File: src/rtl/fmul_wb_buffer_pkg.sv
// Shared FPU constants for the multiplier writeback path.
// Holds the float word width and the default destination-tag width.
package fmul_wb_buffer_pkg;

  localparam int FP_W  = 32;
  localparam int TAG_W = 5;

endpackage

File: src/rtl/fmul_wb_mem.sv
// Storage for the multiplier writeback buffer.
// DEPTH x W register array with one write port and one asynchronous read port.
module fmul_wb_mem #(
  parameter int DEPTH = 4,
  parameter int W     = 37
) (
  input  logic                     clk,
  input  logic                     we,
  input  logic [$clog2(DEPTH)-1:0] waddr,
  input  logic [W-1:0]             wdata,
  input  logic [$clog2(DEPTH)-1:0] raddr,
  output logic [W-1:0]             rdata
);

  logic [W-1:0] mem [DEPTH];

  // Contents are never reset; the pointers alone decide what is valid.
  always_ff @(posedge clk) begin
    if (we) mem[waddr] <= wdata;
  end

  assign rdata = mem[raddr];

endmodule

File: src/rtl/fmul_wb_buffer.sv
// FIFO between the FP multiplier and the register-file writeback port.
// Adds a sticky exponent-overflow flag and a flush that empties the queue.
module fmul_wb_buffer
  import fmul_wb_buffer_pkg::*;
#(
  parameter int DEPTH = 4,
  parameter int TAGW  = TAG_W
) (
  input  logic                     clk,
  input  logic                     rst,
  input  logic                     in_valid,
  output logic                     in_ready,
  input  logic [FP_W-1:0]          in_y,
  input  logic                     in_ovf,
  input  logic [TAGW-1:0]          in_rd,
  output logic                     wb_valid,
  input  logic                     wb_ready,
  output logic [FP_W-1:0]          wb_data,
  output logic [TAGW-1:0]          wb_rd,
  input  logic                     flush,
  output logic                     ovf_sticky,
  input  logic                     ovf_clr,
  output logic [$clog2(DEPTH):0]   count
);

  localparam int AW = $clog2(DEPTH);
  localparam int CW = AW + 1;
  localparam int EW = FP_W + TAGW;

  logic [AW-1:0] wr_ptr;
  logic [AW-1:0] rd_ptr;
  logic          push;
  logic          pop;
  logic [EW-1:0] head;

  // Readiness never looks at wb_ready, so a full buffer stalls even while draining.
  assign in_ready = !rst && (count != CW'(DEPTH)) && !flush;
  assign wb_valid = (count != '0);
  assign push     = in_valid && in_ready;
  assign pop      = wb_valid && wb_ready && !flush;

  fmul_wb_mem #(
    .DEPTH (DEPTH),
    .W     (EW)
  ) u_mem (
    .clk   (clk),
    .we    (push),
    .waddr (wr_ptr),
    .wdata ({in_y, in_rd}),
    .raddr (rd_ptr),
    .rdata (head)
  );

  assign wb_data = head[EW-1:TAGW];
  assign wb_rd   = head[TAGW-1:0];

  // Flush wins over any pop; push cannot coincide because in_ready drops.
  always_ff @(posedge clk or posedge rst) begin
    if (rst) begin
      wr_ptr <= '0;
      rd_ptr <= '0;
      count  <= '0;
    end else if (flush) begin
      wr_ptr <= '0;
      rd_ptr <= '0;
      count  <= '0;
    end else begin
      if (push) wr_ptr <= wr_ptr + AW'(1);
      if (pop)  rd_ptr <= rd_ptr + AW'(1);
      count <= count + CW'(push) - CW'(pop);
    end
  end

  // A new overflow beats a clear in the same cycle.
  always_ff @(posedge clk or posedge rst) begin
    if (rst)                 ovf_sticky <= 1'b0;
    else if (push && in_ovf) ovf_sticky <= 1'b1;
    else if (ovf_clr)        ovf_sticky <= 1'b0;
  end

endmodule

File: config.mk
export PLATFORM = sky130hd
export DESIGN_NAME = fmul_wb_buffer
export DESIGN_NICKNAME = d
export VERILOG_FILES = /design/src/rtl/fmul_wb_buffer_pkg.sv /design/src/rtl/fmul_wb_mem.sv /design/src/rtl/fmul_wb_buffer.sv
export SDC_FILE = /design/constraint.sdc
export NUM_CORES = 1
export LEC_CHECK = 0
export CORE_ASPECT_RATIO = 1.4
export CORE_MARGIN = 1
export CORE_UTILIZATION = 45
export DETAILED_ROUTE_END_ITERATION = 7
export GPL_TIMING_DRIVEN = 0
export PLACE_DENSITY = 0.69
export SKIP_CTS_REPAIR_TIMING = 1
export SLEW_MARGIN = 40
export SYNTH_ARGS = -nofsm -noshare
export SYNTH_HDL_FRONTEND = slang
export SYNTH_HIERARCHICAL = 1
export SYNTH_SLANG_ARGS = --single-unit
File: constraint.sdc
create_clock -name clk -period 7.9 [get_ports clk]
set_clock_uncertainty 0.15 [all_clocks]
set_input_delay 0.79 -clock clk [delete_from_list [all_inputs] [get_ports clk]]
set_output_delay 0.79 -clock clk [all_outputs]
set_load 0.005 [all_outputs]
==> flow_summary.toml <==
[pwr]
combPwrFrac_pct = 20.0
p_leak_nw = 2.54
p_total_mw = 2.20
clock_power_share_pct = 36.6
p_sw_share_pct = 21.8
power.density_mw_per_mm2 = 287
seq_power_share_pct = 43.3
net-switching-power_mw = 0.478
ir_drop_uv = 206
p_int_mw = 1.72

[outcome]
failed_checks = "design-rule violations"
status = "finished, violations left"

[placed_design]
globalplace.congestion = 0.683
placed_cell_area_mm2 = 0.00704
io_buffer_count = 85
hpwl_um = 6300
post-place-ws_ns = 4.64

[clocking]
cts_made_buffers = 17
clkSinkCount = 156
cts_buffer_depth = 2
htree_levels = 4
clkTransAtPathRegs_ns = 0.06
clock_latency_ns = 0.40
cts_tree = "yes"
root_buffer = "clkbuf_16"

[floorplanning]
initial_core_util_pct = 45.8
row_count = 49
fp.dieW_um = 98.5
design.die.area_mm2 = 0.0135
ios = 87
core_area_mm2 = 0.0128
die_h_um = 137

[layout]
diodes = 0
fin_area_mm2 = 0.00764
areaGrowthSynthToFinish_pct = 30.1
fillers = 932
ff_latch_area_mm2 = 0.00464
drive_above_1_share_pct = 24.1
nets = 400
multi_input_area_mm2 = 0.00113

[setup_path]
critPathKind = "flop to output port"
setup.worst_path.end_class = "output port"
start_kind = "flop"
max_stage_delay_ns = 0.49
path_buf_inv = 3
crit_chain = "clkbuf_2, buf_2, mux4_2, clkdlybuf4s50_1"
critPathArrivalTime_ns = 2.23
crit_fanout = 10
crit_family = "buffers and inverters"
cp_data_required_time_ns = 6.96
cp_slowest_cell = "clkdlybuf4s50_1"

[timing]
tns_ns = 0
grt_setup_unrepaired = "no"
holdWs_ns = 0.376
slew_violations = 0
final.min_clock_period_ns = 3.17
setup_viol_count_final = 0
worst_pin_slew_ns = 0.608
hold_viol_final = 0
slew_headroom_pct = 59.3
period_share_pct = 40.1
setup_slack_ns = 4.73
fmax_mhz = 315

[hold_path]
hp-class = "flop to flop"

[global_route]
antenna_found_initial = 0
grt_pass1_wl_um = 15100
grt_max_degree = 28
grt_pass1_vias = 2816
overflow = 0
grtUsageTotal_pct = 15.6

[detailed_routing]
viasPerCell = 5.17
antenna_left = 0
drt-total-wl_um = 9670
drt_iter0_drc = 125
dr_total_vias = 2680
wire_per_inst_um = 18.7
drt_pass1_iterations = 8
drc = 1

[synthesis]
synth.distinct_cells = 31
synth_area_per_cell_um2 = 24.6
yosysWarnings = 6
synthesis.area_mm2 = 0.00587
yosysSeqAreaShare_pct = 79.1
ys_seq_elements = 156
syn_nets = 286
synth_cells = 239

[flow_run]
cap_violations = 0
## stage by stage
stage	util (%)	instances
finish	59.6	518
global route	59.6	518
CTS	59.6	518
detailed placement	55.0	487
global placement	53.9	477
floorplan	-	239
## cells in the mapped netlist, drive strengths merged
cell type  number  area, um2
clkbuf          2       8.75
nor3            1       5.00
or3             1       7.51
o31ai           1       7.51
a22o            1       8.76
nor3b           1       7.51
or3b            1       11.3
edfxtp        148       4440
dfrtp           8        200
o311ai          1       8.76
and3b           2       17.5
nor2b           1       6.26
inv             6       22.5
fa              1       20.0
and2            2       15.0
nor2            6       25.0
mux2i           2       20.0
nand4           1       6.26
nand3           1       17.5
ha              2       25.0
buf             7       86.3
nand2           2       7.51
xor2            3       26.3
mux4           37        860
and3            1       6.26
## sequential cells by signal (all words and copies together) (netlist names)
register	cells
u_mem/mem	148
count	3
rd_ptr	2
wr_ptr	2
ovf_sticky	1
## power groups by stage
stage | Sequential, mW | Clock [mW] | Combinational, mW
floorplan | 0.966 | 0 | 0.240
global placement | 0.969 | 0 | 0.439
detailed placement | 0.969 | 0 | 0.449
CTS | 0.952 | 0.819 | 0.452
global route | 0.954 | 0.855 | 0.476
finish | 0.952 | 0.804 | 0.440
## final cells by class
cell class	count	area share (%)
inverters	6	0.295
multi-input cells	68	14.7
clock buffers	19	5.67
plain buffers	9	1.25
clock inverters	12	2.11
flip-flops and latches	156	60.8
repair buffers	95	12.6
well taps	153	2.51
## cells in the final DEF (no fill, tap or decap), drive strengths merged, types with 2 or more instances in the layout
cell,instances
clkinvlp,3
dfrtp,8
clkinv,2
clkbuf,21
and3b,2
ha,2
bufinv,3
xor2,3
buf,17
and2,2
nand2,2
clkdlybuf4s50,85
mux4,37
mux2i,2
edfxtp,148
nor2,6
inv,10
## worst paths after layout
kind,from,endpoint,slack (ns),depth (start not counted)
min in group asynchronous,rst,count[0],0.55,2
max in group asynchronous,rst,wr_ptr[1],6.81,2
setup reg to reg,count[1],count[2],5.32,10
setup / recovery,rd_ptr[1],wb_data[21],4.73,4
hold / removal,ovf_sticky,ovf_sticky,0.38,1
hold reg to reg,ovf_sticky,ovf_sticky,0.38,1
## routing by layer
| layer | track usage (%) | share of wire (%) | vias up |
|---|---|---|---|
| met1 | 19.2 | 41 | 1364 |
| met2 | 26.1 | 54 | 68 |
| li1 | - | - | 1242 |
| met5 | 0 | 0 | - |
| met4 | 4.73 | 0.74 | 0 |
| met3 | 5.46 | 4.5 | 6 |
## kinds of logic after synthesis
logic type | after synthesis | synth area share, %
fa+ha+maj | 3 | 0.767
compound gates | 3 | 0.426
mux | 39 | 15.0
flops | 156 | 79.1
buf+inv | 15 | 2.00
xor+xnor | 3 | 0.448
simple gates | 20 | 2.26
Note: power is estimated with default switching activity, not from simulation.
